**config.mk**
```make
export PLATFORM = sky130hd
export DESIGN_NAME = rps_match_ctrl
export DESIGN_NICKNAME = d
export VERILOG_FILES = /design/src/rtl/rps_pkg.sv /design/src/rtl/rps_judge.sv /design/src/rtl/rps_match_ctrl.sv
export SDC_FILE = /design/constraint.sdc
export NUM_CORES = 1
export LEC_CHECK = 0
export BUFFER_PORTS_ARGS = -buffer_cell sky130_fd_sc_hd__buf_4
export CAP_MARGIN = 10
export CORE_MARGIN = 2
export CORE_UTILIZATION = 40
export CTS_CLUSTER_DIAMETER = 200
export DETAILED_ROUTE_END_ITERATION = 6
export PLACE_DENSITY = 0.62
export SLEW_MARGIN = 40
export SYNTH_ARGS = -nofsm -noshare
export SYNTH_HDL_FRONTEND = slang
export SYNTH_SLANG_ARGS = --single-unit
```
**constraint.sdc**
```tcl
create_clock -name clk -period 3.5 [get_ports clk]
set_input_delay 0.175 -clock clk [delete_from_list [all_inputs] [get_ports clk]]
set_output_delay 0.175 -clock clk [all_outputs]
set_load 0.01 [all_outputs]
```
**src/rtl/rps_pkg.sv**
```systemverilog
// Shared encodings, FSM states and helpers for the rock-paper-scissors match controller.
package rps_pkg;

    // One-hot move encodings
    localparam logic [2:0] ROCK     = 3'b100;
    localparam logic [2:0] PAPER    = 3'b010;
    localparam logic [2:0] SCISSORS = 3'b001;

    // Round result / match winner codes
    localparam logic [1:0] RES_TIE = 2'b00;
    localparam logic [1:0] RES_A   = 2'b10;
    localparam logic [1:0] RES_B   = 2'b01;

    // Controller FSM states
    typedef enum logic [1:0] {
        ST_IDLE,
        ST_COLLECT,
        ST_JUDGE,
        ST_DONE
    } state_t;

    // True only for one of the three legal move encodings
    function automatic logic is_onehot3(input logic [2:0] move);
        return (move == ROCK) || (move == PAPER) || (move == SCISSORS);
    endfunction

endpackage

```
**src/rtl/rps_judge.sv**
```systemverilog
// Combinational round judge: decides which of two legal moves wins.
module rps_judge
    import rps_pkg::*;
(
    input  logic [2:0] move_a,
    input  logic [2:0] move_b,
    output logic [1:0] result
);

    logic a_beats_b;
    logic b_beats_a;

    // Each legal move beats exactly one other move; anything else (including equal or illegal moves) is a tie
    always_comb begin
        a_beats_b = ((move_a == ROCK)     && (move_b == SCISSORS)) ||
                    ((move_a == PAPER)    && (move_b == ROCK))     ||
                    ((move_a == SCISSORS) && (move_b == PAPER));
        b_beats_a = ((move_b == ROCK)     && (move_a == SCISSORS)) ||
                    ((move_b == PAPER)    && (move_a == ROCK))     ||
                    ((move_b == SCISSORS) && (move_a == PAPER));
        result = RES_TIE;
        if (a_beats_b) begin
            result = RES_A;
        end else if (b_beats_a) begin
            result = RES_B;
        end
    end

endmodule

```
**src/rtl/rps_match_ctrl.sv**
```systemverilog
// Match controller: collects one move per player per round, judges it, tallies wins
// and declares a match winner (first to WINS_TO_MATCH) or a draw after MAX_ROUNDS.
module rps_match_ctrl
    import rps_pkg::*;
#(
    parameter int WINS_TO_MATCH = 2,
    parameter int MAX_ROUNDS    = 15,
    parameter int CNT_W         = 4
) (
    input  logic             clk,
    input  logic             rst_n,
    input  logic             start,
    input  logic [2:0]       move_a,
    input  logic             move_a_valid,
    output logic             move_a_ready,
    input  logic [2:0]       move_b,
    input  logic             move_b_valid,
    output logic             move_b_ready,
    output logic [1:0]       round_result,
    output logic             round_valid,
    output logic             move_err,
    output logic [CNT_W-1:0] wins_a,
    output logic [CNT_W-1:0] wins_b,
    output logic [CNT_W-1:0] round_cnt,
    output logic             match_done,
    output logic [1:0]       match_winner
);

    localparam logic [CNT_W-1:0] WINS_LIM   = CNT_W'(WINS_TO_MATCH);
    localparam logic [CNT_W-1:0] ROUNDS_LIM = CNT_W'(MAX_ROUNDS);

    state_t           state, state_next;
    logic             cap_a, cap_a_next;
    logic             cap_b, cap_b_next;
    logic [2:0]       mv_a, mv_a_next;
    logic [2:0]       mv_b, mv_b_next;
    logic [CNT_W-1:0] wins_a_next, wins_b_next, round_cnt_next;
    logic [CNT_W-1:0] wins_a_inc, wins_b_inc;
    logic [1:0]       round_result_next;
    logic             round_valid_next;
    logic             move_err_next;
    logic             match_done_next;
    logic [1:0]       match_winner_next;
    logic [1:0]       judge_res;
    logic             a_fire, b_fire;

    rps_judge u_judge (
        .move_a (mv_a),
        .move_b (mv_b),
        .result (judge_res)
    );

    // A player can hand over a move only while collecting and not yet captured this round
    assign move_a_ready = (state == ST_COLLECT) && !cap_a;
    assign move_b_ready = (state == ST_COLLECT) && !cap_b;
    assign a_fire       = move_a_valid && move_a_ready;
    assign b_fire       = move_b_valid && move_b_ready;

    // Post-increment tallies, used both for the update and the termination test
    assign wins_a_inc = wins_a + {{(CNT_W-1){1'b0}}, (judge_res == RES_A)};
    assign wins_b_inc = wins_b + {{(CNT_W-1){1'b0}}, (judge_res == RES_B)};

    // State register
    always_ff @(posedge clk or negedge rst_n) begin
        if (!rst_n) begin
            state <= ST_IDLE;
        end else begin
            state <= state_next;
        end
    end

    // Next-state and next-value logic for the whole controller
    always_comb begin
        state_next        = state;
        cap_a_next        = cap_a;
        cap_b_next        = cap_b;
        mv_a_next         = mv_a;
        mv_b_next         = mv_b;
        wins_a_next       = wins_a;
        wins_b_next       = wins_b;
        round_cnt_next    = round_cnt;
        round_result_next = round_result;
        round_valid_next  = 1'b0;
        move_err_next     = 1'b0;
        match_done_next   = match_done;
        match_winner_next = match_winner;
        case (state)
            ST_IDLE, ST_DONE: begin
                if (start) begin
                    state_next        = ST_COLLECT;
                    cap_a_next        = 1'b0;
                    cap_b_next        = 1'b0;
                    wins_a_next       = '0;
                    wins_b_next       = '0;
                    round_cnt_next    = '0;
                    round_result_next = RES_TIE;
                    match_done_next   = 1'b0;
                    match_winner_next = RES_TIE;
                end
            end
            ST_COLLECT: begin
                if (a_fire) begin
                    cap_a_next = 1'b1;
                    mv_a_next  = move_a;
                end
                if (b_fire) begin
                    cap_b_next = 1'b1;
                    mv_b_next  = move_b;
                end
                if (cap_a_next && cap_b_next) begin
                    state_next = ST_JUDGE;
                end
            end
            ST_JUDGE: begin
                cap_a_next = 1'b0;
                cap_b_next = 1'b0;
                if (!is_onehot3(mv_a) || !is_onehot3(mv_b)) begin
                    move_err_next = 1'b1;
                    state_next    = ST_COLLECT;
                end else begin
                    round_valid_next  = 1'b1;
                    round_result_next = judge_res;
                    wins_a_next       = wins_a_inc;
                    wins_b_next       = wins_b_inc;
                    round_cnt_next    = round_cnt + {{(CNT_W-1){1'b0}}, 1'b1};
                    if (wins_a_inc == WINS_LIM) begin
                        state_next        = ST_DONE;
                        match_done_next   = 1'b1;
                        match_winner_next = RES_A;
                    end else if (wins_b_inc == WINS_LIM) begin
                        state_next        = ST_DONE;
                        match_done_next   = 1'b1;
                        match_winner_next = RES_B;
                    end else if (round_cnt_next == ROUNDS_LIM) begin
                        state_next        = ST_DONE;
                        match_done_next   = 1'b1;
                        match_winner_next = RES_TIE;
                    end else begin
                        state_next = ST_COLLECT;
                    end
                end
            end
            default: begin
                state_next = ST_IDLE;
            end
        endcase
    end

    // Captured moves, tallies and result outputs
    always_ff @(posedge clk or negedge rst_n) begin
        if (!rst_n) begin
            cap_a        <= 1'b0;
            cap_b        <= 1'b0;
            mv_a         <= '0;
            mv_b         <= '0;
            wins_a       <= '0;
            wins_b       <= '0;
            round_cnt    <= '0;
            round_result <= RES_TIE;
            round_valid  <= 1'b0;
            move_err     <= 1'b0;
            match_done   <= 1'b0;
            match_winner <= RES_TIE;
        end else begin
            cap_a        <= cap_a_next;
            cap_b        <= cap_b_next;
            mv_a         <= mv_a_next;
            mv_b         <= mv_b_next;
            wins_a       <= wins_a_next;
            wins_b       <= wins_b_next;
            round_cnt    <= round_cnt_next;
            round_result <= round_result_next;
            round_valid  <= round_valid_next;
            move_err     <= move_err_next;
            match_done   <= match_done_next;
            match_winner <= match_winner_next;
        end
    end

endmodule

```
==> implementation parameters, run 1 <==
Parameter                              Value

Outcome
  Result of the run ... finished, final reports clean

Worst setup path
  Slowest library cell on the worst path ... or4b_2
  Sequence of cells on the critical path ... or4b_2 > nor2_1 > nand2_1 > o31ai_1 > ha_1 > ha_1 > a41oi_1 > nor3b_1 > nor4b_1 > a211o_1
  Largest fanout of any net on the critical path ... 9
  WP data arrival ... 3280 ps
  Top delay family on crit path ... simple AND/OR/NAND/NOR gates
  Type of element capturing the critical path ... flop
  Critical Path Source Type ... flop
  Largest stage delay on the critical path ... 710 ps
  Worst Path Buf+Inv ... 0
  Reg-to-reg setup timing slack ... 390 ps
  Crit Path Class ... flop to flop
  Worst EP required ... 3670 ps
  Worst path most repeated cell ... ha_1

Route
  DR pass1 iterations ... 4
  Vias post-DR ... 1375
  Initial drt markers ... 65
  Ratio of routed vias to standard cells ... 5.500
  DR WL/cell ... 14.92 µm
  Detail Route Antenna Nets ... 0
  Post-detailed-route DRC marker count ... 0
  Final wirelength ... 3730 µm

STA
  Unrepaired setup endpoints after global routing ... no
  Transition time at the pin with the least slew margin ... 696.4 ps
  Setup TNS ... 0 ps
  Slew Limit Headroom ... 0.5357
  Part of the cycle the worst path needs ... 0.8897
  Number of max-slew violations in the final report ... 0
  Max Clock Freq ... 0.3211 GHz
  Final Setup Violations ... 0
  Final hold viol count ... 0
  Final min period ... 3114 ps
  Post-route clock skew ... 4.795 ps

Clocking
  Max H-tree Level ... 2
  Clock Latency Late Sink ... 280 ps
  Maximum number of buffers from clock root to sink ... 2
  CTS tree ... built
  Clock sinks ... 29
  Clock transition at the registers of the reported paths ... 60 ps
  CTS Root Cell ... clkbuf_8
  TritonCTS buffer count ... 5

Cells and area
  Area of all placed cells without fillers ... 0.002041 mm²
  Commonest cells after routing, fill and taps aside ... 31 x buf_4, 29 x dfrtp_1, 20 x nand2_1
  NumNets Final ... 219
  Area growth, synth to finish ... 21.44%
  Share of the core filled with cells ... 0.5065
  Share of layout cells above drive strength 1 ... 0.2700
  Most common cell after layout, fill and taps aside ... buf_4
  Count of inserted antenna diode cells ... 0

Logic synthesis
  EDFF count, synth ... 0
  Number of distinct standard cells referenced by the synthesized netlist ... 43
  Dominant synthesized flop cell ... dfrtp_1
  Share of the synthesized area in the top cell type ... 0.4319
  Biggest area contributors in the synthesized netlist ... dfrtp_1 43%, ha_1 6.7%, nand2_1 4.5%
  Yosys warning count ... 0
  Post-synthesis instance area ... 0.001680 mm²
  Fraction of synthesis flops using an asynchronous set or reset pin ... 1.000
  Net Count, Synth ... 183
  Share of the yosys chip area belonging to registers ... 0.4319
  Cells after synthesis ... 163
  Synth Area per Inst ... 10.31 µm²
  Cell taking the most area after synthesis ... dfrtp_1
  Number of storage elements in the synthesis netlist ... 29

GRT
  Largest net degree at the start of global routing ... 30
  Antenna violations before repair ... 0
  Number of global-route vias before repair ... 1373
  Global routing usage summed across all routing layers ... 0.1846
  Global-route wire length before repair ... 6354 µm
  Leftover overflow at the end of global routing ... 0

Floorplanning
  I/O pin total ... 32
  Initial core utilization ... 0.4171
  Vertical extent of the die ... 68.82 µm
  Horiz. Die Dim ... 68.82 µm
  Core box area ... 0.004029 mm²
  Die Outline Area ... 0.004736 mm²
  Placement row count ... 23

Job
  Number of violations of the max-capacitance limit ... 0

Placement
  Placement Cell Area ... 0.001948 mm²
  Placed wire-length estimate after detailed placement ... 2735 µm
  Count of port buffers added during placement ... 31
  Routability Congestion ... 0.7765

Worst hold path
  Tightest Hold Check Type ... input pin to flop

Pwr
  Maximum VDD drop ... 443.2 µV
  Power per standard cell area ... 679.9 mW/mm²
  Static Leakage ... 0.9626 nW
[path summary, 6_finish.rpt]
| path | start | endpoint | depth (start not counted) |
|---|---|---|---|
| min in group asynchronous | rst_n | wins_b[2] | 2 |
| max | mv_b[1] | match_winner[0] | 10 |
| min reg2reg | round_result[1] | round_result[1] | 1 |
| min | move_a[1] | mv_a[1] | 2 |
| max in group asynchronous | rst_n | mv_b[2] | 2 |
| max reg2reg | mv_b[1] | match_winner[0] | 10 |
[registers in the layout, summed over array words and instances (netlist names), 2 cells and up]
name and flops:
round_cnt 4, wins_a 4, round_result 2, mv_b 3
state 2, match_winner 2, wins_b 4, mv_a 3
[worst reg2reg max path, cell delays in order (launching register included)]
cell     delay [ps]
dfrtp_1         460
or4b_2          720
nor2_1          120
nand2_1          70
o31ai_1         130
ha_1            310
ha_1            240
a41oi_1         110
nor3b_1         450
nor4b_1         120
a211o_1         290
[cell families after synthesis]
kind of cell,Yosys count,synth area share
AOI/OAI and AO/OA,40,0.1847
xor gates and xnor gates,4,0.02085
adders and majority gates,9,0.06702
buffers and inverters,9,0.02978
DFF,29,0.4319
muxes,7,0.04616
and+or+nand+nor,65,0.2197
[synth_stat cells, drive strengths merged (2+ instances only)]
cell type  count
nor2b          3
o22ai          2
o31ai          4
dfrtp         29
xor2           3
mux2           6
a211o          2
nand2b         3
nand3b         2
nand3          3
nand2         20
nor4bb         3
nor3b          3
a21oi          4
inv            6
buf            3
nor4b          2
or4            2
ha             9
nor2          11
o21ai         12
a22o           8
o21a           2
nor3           9
[power breakdown]
part,internal [mW],switching (mW),total (mW)
clock,0.137,0.129,0.267
sequential,0.405,0.106,0.511
combinational,0.257,0.352,0.610
[metrics by stage]
step | instances | hold WS, ps | power, mW | setup slack [ps]
2_1_floorplan | 163 | -120.6 | 0.9827 | 808.4
3_3_place_gp | 241 | 118.2 | 1.097 | 497.4
3_5_place_dp | 241 | 123.0 | 1.121 | 402.0
4_1_cts | 250 | 113.8 | 1.397 | 387.1
5_1_grt | 250 | 117.1 | 1.494 | 104.4
6_report | 250 | 121.9 | 1.387 | 386.0
[final cells by class]
type                       instances  area, µm²
clock inverter                     2      10.01
sequential                        29      725.7
fill                             396       1988
clock buffer                       6      72.57
inverter                           6      22.52
tap                               50      62.56
multi-input combinational        125      904.6
timing repair buffer              32      242.7
[what timing repair did]
action / in CTS / in global routing
hold endpoints to repair: 29 / 0
hold buffers: 1 / 0
setup buffers: 0 / 0
gates resized for setup: 0 / 0
[layer usage]
metal  wire length [µm]  vias up  GRT usage  part of all wire
met4                 63        0    0.07353             0.017
met2               1867       30     0.3125              0.50
met5                  0        -          0                 0
met3                167        6    0.04870             0.045
li1                   -      674          -                 -
met1               1630      665     0.2227              0.44
Note: power is estimated with default switching activity, not from simulation.
==> run 2: changes to the inputs <==
--- a/config.mk
+++ b/config.mk
@@ -7,7 +7,7 @@
 export LEC_CHECK = 0
 export BUFFER_PORTS_ARGS = -buffer_cell sky130_fd_sc_hd__buf_4
 export CAP_MARGIN = 10
-export CORE_MARGIN = 2
+export CORE_MARGIN = 4
 export CORE_UTILIZATION = 40
 export CTS_CLUSTER_DIAMETER = 200
 export DETAILED_ROUTE_END_ITERATION = 6
==> implementation parameters, run 2 (synthesized netlist as in run 1, its figures left out) <==
Parameter                              Value

Outcome
  Result of the run ... finished, final reports clean

Worst setup path
  Type of element capturing the critical path ... flop
  Crit Path Class ... flop to flop
  Worst EP required ... 3660 ps
  WP data arrival ... 3300 ps
  Count of cells along the worst register-to-register path ... 10
  Largest fanout of any net on the critical path ... 9
  Critical Path Source Type ... flop
  Worst reg2reg startpoint ... mv_b[1]
  Reg-to-reg setup timing slack ... 360 ps
  End of the worst register-to-register path ... state[1]

Cells and area
  NumNets Final ... 219
  Commonest cells after routing, fill and taps aside ... 31 x buf_4, 29 x dfrtp_1, 20 x nand2_1
  FILL cells ... 399
  Combined area of the multi-input logic cells ... 904.6 µm²
  Registers with the most flip-flops ... round_cnt x4, wins_a x4, wins_b x4
  Area growth, synth to finish ... 21.67%
  Share of layout cells above drive strength 1 ... 0.2663
  Storage cell area ... 725.7 µm²
  Count of inserted antenna diode cells ... 0
  Most common cell after layout, fill and taps aside ... buf_4
  Area of all placed cells without fillers ... 0.002044 mm²

Clocking
  Clock transition at the registers of the reported paths ... 60 ps
  Max H-tree Level ... 2
  Clock sinks ... 29
  CTS Root Cell ... clkbuf_8
  Buffers inserted during post-CTS setup optimization ... 0
  TritonCTS buffer count ... 5
  CTS-repair resized insts ... 0
  CTS tree ... built
  Clock Latency Late Sink ... 270 ps
  Maximum number of buffers from clock root to sink ... 2

GRT
  Largest net degree at the start of global routing ... 30
  Number of global-route vias before repair ... 1375
  Global routing usage summed across all routing layers ... 0.1592
  Antenna violations before repair ... 0
  Leftover overflow at the end of global routing ... 0
  Global-route wire length before repair ... 6534 µm

STA
  Slew Limit Headroom ... 0.5437
  Part of the cycle the worst path needs ... 0.8964
  Setup TNS ... 0 ps
  Post-route clock skew ... 3.124 ps
  Unrepaired setup endpoints after global routing ... no
  Number of max-slew violations in the final report ... 0
  Final min period ... 3137 ps
  Final hold viol count ... 0
  Transition time at the pin with the least slew margin ... 684.5 ps
  Final Setup Violations ... 0
  Max Clock Freq ... 0.3187 GHz

Route
  DR pass1 iterations ... 4
  Final wirelength ... 3765 µm
  Vias post-DR ... 1343
  DR WL/cell ... 15.12 µm
  Initial drt markers ... 54
  Detail Route Antenna Nets ... 0
  Post-detailed-route DRC marker count ... 0
  Ratio of routed vias to standard cells ... 5.394

Worst hold path
  Hold Crit Endpoint ... mv_b[1]
  Hold Crit Depth ... 2
  Worst Min Path Start ... move_b[1]
  Tightest Hold Check Type ... input pin to flop

Placement
  Count of port buffers added during placement ... 31
  Placed wire-length estimate after detailed placement ... 2889 µm
  Placement Cell Area ... 0.001948 mm²
  Routability Congestion ... 0.7898

Floorplanning
  Core box area ... 0.004029 mm²
  Die Outline Area ... 0.005302 mm²
  Vertical extent of the die ... 72.82 µm
  Placement row count ... 23
  Initial core utilization ... 0.4171
  I/O pin total ... 32
  Horiz. Die Dim ... 72.82 µm

Pwr
  Static Leakage ... 0.9619 nW
  Maximum VDD drop ... 405.8 µV
  Power per standard cell area ... 681.6 mW/mm²

Job
  Number of violations of the max-capacitance limit ... 0
==> run 2: cell count changes in the layout (fill, tap and decap cells not counted) <==
cell and change:
clkbuf_8 +1, clkinv_2 -2
==> run 2: area by class of cell <==
class,instances,share of cell area
Timing Repair Buffer,32,0.1187
Inverter,6,0.01102
Sequential cell,29,0.3550
Multi-Input combinational cell,125,0.4425
Tap cell,50,0.03060
Clock buffer,7,0.04223
==> run 2: repair_timing <==
action | 4_1_cts | 5_1_grt
hold buffers | 1 | 0
setup endpoints to repair | 0 | 0
endpoints found under the hold margin | 29 | 0
==> run 2: metal layers <==
| layer | GRT usage | routed length [µm] | vias to the layer above |
|---|---|---|---|
| met5 | 0 | 0 | - |
| met4 | 0.05533 | 22 | 0 |
| met3 | 0.05234 | 202 | 2 |
| met2 | 0.2605 | 1915 | 27 |
| met1 | 0.1964 | 1624 | 643 |
| li1 | - | - | 671 |
==> run 2: how the worst max path moves through the flow <==
stage / from / end / slack (ps) / cells past startpoint
floorplan: mv_b[1] / match_winner[0] / 810 / 10
global placement: mv_b[1] / match_winner[0] / 490 / 10
detailed placement: mv_b[1] / state[1] / 360 / 10
CTS: mv_b[1] / state[1] / 360 / 10
global route: mv_b[1] / state[1] / 160 / 10
finish: mv_b[1] / state[1] / 360 / 10
==> run 2: power breakdown <==
| group | total (mW) | switching [mW] | internal, mW |
|---|---|---|---|
| Clock | 0.269 | 0.114 | 0.155 |
| Sequential | 0.509 | 0.104 | 0.405 |
| Combinational | 0.616 | 0.359 | 0.257 |
==> run 2: critical path, cell delays in order (launching register included) <==
cell and delay, ps:
dfrtp_1 460, or4b_2 700, nor2_1 110, nand2_1 60
o31ai_1 130, ha_1 320, ha_1 250, a41oi_1 120
nor3b_1 450, nor3_1 180, o41ai_1 260
==> run 2: through the flow <==
stage	util	std cells	setup WS (ps)	power, mW	hold WS [ps]
finish	0.5075	249	362.6	1.393	134.1
CTS	0.5075	249	362.3	1.412	126.3
floorplan	-	163	808.4	0.9827	-120.6
global placement	0.4835	241	488.9	1.103	121.5
detailed placement	0.4835	241	363.4	1.134	122.5
global route	0.5075	249	163.9	1.514	114.3
==> run 3: changes to the inputs <==
--- a/config.mk
+++ b/config.mk
@@ -11,7 +11,7 @@
 export CORE_UTILIZATION = 40
 export CTS_CLUSTER_DIAMETER = 200
 export DETAILED_ROUTE_END_ITERATION = 6
-export PLACE_DENSITY = 0.62
+export PLACE_DENSITY = 0.6
 export SLEW_MARGIN = 40
 export SYNTH_ARGS = -nofsm -noshare
 export SYNTH_HDL_FRONTEND = slang
==> implementation parameters, run 3 (synthesized netlist as in run 1, its figures left out) <==
Parameter                              Value

Cells and area
  Most common cell after layout, fill and taps aside ... buf_4
  Area growth, synth to finish ... 22.56%
  Area of all placed cells without fillers ... 0.002059 mm²
  Registers with the most flip-flops ... round_cnt x4, wins_a x4, wins_b x4
  NumNets Final ... 219
  Count of inserted antenna diode cells ... 0
  Share of the core filled with cells ... 0.5112
  Non-filler cells in the finished layout ... 250
  Commonest cells after routing, fill and taps aside ... 31 x buf_4, 29 x dfrtp_1, 20 x nand2_1
  Share of layout cells above drive strength 1 ... 0.2750

Pwr
  Sequential power share ... 0.356
  Logic pwr share ... 0.429
  Switching part of the total power ... 0.4112
  Total power of the final layout ... 1.426 mW
  Switching power total ... 0.5865 mW
  Power per standard cell area ... 692.6 mW/mm²
  Maximum VDD drop ... 529.7 µV
  Clk network pwr share ... 0.215
  Internal power ... 0.8398 mW
  Static Leakage ... 0.9719 nW

GRT
  Antenna violations before repair ... 0
  Global routing usage summed across all routing layers ... 0.1553
  Leftover overflow at the end of global routing ... 0
  Global-route wire length before repair ... 6320 µm
  Largest net degree at the start of global routing ... 30
  Number of global-route vias before repair ... 1375

Placement
  Placed wire-length estimate after detailed placement ... 2785 µm
  Count of port buffers added during placement ... 31
  Cell total after placement ... 241
  Routability Congestion ... 0.7874
  Placement Cell Area ... 0.001948 mm²

Worst setup path
  Crit Path Class ... flop to flop
  Largest fanout of any net on the critical path ... 9
  Reg-to-reg setup timing slack ... 290 ps
  Worst EP required ... 3670 ps
  Beginning of the critical path ... mv_b[1]
  WP data arrival ... 3380 ps
  Critical Path Source Type ... flop
  Worst reg2reg startpoint ... mv_b[1]
  Type of element capturing the critical path ... flop
  CP endpoint ... state[1]
  Count of cells along the worst register-to-register path ... 10
  End of the worst register-to-register path ... state[1]

STA
  Transition time at the pin with the least slew margin ... 720.1 ps
  Part of the cycle the worst path needs ... 0.9182
  Max Clock Freq ... 0.3112 GHz
  Number of max-slew violations in the final report ... 0
  Unrepaired setup endpoints after global routing ... no
  Setup TNS ... 0 ps
  Slew Limit Headroom ... 0.5199
  Final min period ... 3214 ps
  Final hold viol count ... 0
  Final Setup Violations ... 0
  Post-route clock skew ... 2.749 ps

Clocking
  Clock Latency Late Sink ... 280 ps
  Buffers inserted during post-CTS setup optimization ... 0
  Clock sinks ... 29
  TritonCTS buffer count ... 5
  Clock transition at the registers of the reported paths ... 60 ps
  CTS tree ... built
  CTS-repair resized insts ... 0
  CTS Root Cell ... clkbuf_8
  Maximum number of buffers from clock root to sink ... 2
  Max H-tree Level ... 2

Worst hold path
  Tightest Hold Check Type ... input pin to flop

Outcome
  Result of the run ... finished, final reports clean

Route
  Final wirelength ... 3703 µm
  Ratio of routed vias to standard cells ... 5.520
  Vias post-DR ... 1380
  Post-detailed-route DRC marker count ... 0
  DR pass1 iterations ... 4
  Detail Route Antenna Nets ... 0
  Initial drt markers ... 77
  DR WL/cell ... 14.81 µm

Job
  Number of violations of the max-capacitance limit ... 0

Floorplanning
  I/O pin total ... 32
  Initial core utilization ... 0.4171
  Placement row count ... 23
  Vertical extent of the die ... 72.82 µm
  Die Outline Area ... 0.005302 mm²
  Core box area ... 0.004029 mm²
  Horiz. Die Dim ... 72.82 µm
## run 3: cell count changes in the layout (fill, tap and decap cells not counted)
cell / change
clkinv_2: +1
clkbuf_8: +1
clkbuf_1: -1
## run 3: per-stage QoR
stage	hold slack, ps	setup slack [ps]
after floorplan	-120.6	808.4
after global placement	121.2	482.2
after detailed placement	125.7	324.7
after CTS	109.3	324.0
after global routing	113.3	85.17
final	122.0	286.4
## run 3: critical path, cell delays in order (launching register included)
cell and delay [ps]:
dfrtp_1 470, or4b_2 710, nor2_1 110, nand2_1 60
o31ai_1 120, ha_1 310, ha_1 240, a41oi_1 120
nor3b_1 510, nor3_1 180, o41ai_1 280
## run 3: repair_timing
item                                    in CTS  in global routing
hold endpoints to repair                    29                  0
hold buffers                                 1                  0
endpoints found under the setup margin       0                  0
## run 3: cell type report
cell class | instances | area (µm²)
timing repair buffer | 32 | 242.7
sequential | 29 | 725.7
multi-input combinational | 125 | 904.6
tap | 50 | 62.56
fill | 383 | 1969
clock buffer | 7 | 96.34
clock inverter | 1 | 5.005
inverter | 6 | 22.52
## run 3: worst min path at each step
stage,start,to,slack [ps],depth (start not counted)
2_1_floorplan,rst_n,cap_a,-120,0
3_3_place_gp,rst_n,round_cnt[3],120,1
3_5_place_dp,rst_n,wins_a[3],130,1
4_1_cts,move_a[0],mv_a[0],110,2
5_1_grt,move_a[0],mv_a[0],110,2
6_report,move_a[0],mv_a[0],120,2
## run 3: power by group through the flow
| stage | Sequential (mW) | Clock [mW] | Combinational, mW |
|---|---|---|---|
| after CTS | 0.506 | 0.319 | 0.615 |
| after detailed placement | 0.511 | 0 | 0.612 |
| after floorplan | 0.475 | 0 | 0.507 |
| final | 0.508 | 0.306 | 0.612 |
| after global placement | 0.504 | 0 | 0.594 |
| after global routing | 0.521 | 0.330 | 0.678 |
## run 3: layer usage
layer | vias to the layer above | GRT usage | part of all wire
met5 | - | 0 | 0
met3 | 7 | 0.04683 | 0.058
met1 | 675 | 0.1882 | 0.43
li1 | 668 | - | -
met4 | 0 | 0.06148 | 0.018
met2 | 30 | 0.2575 | 0.50
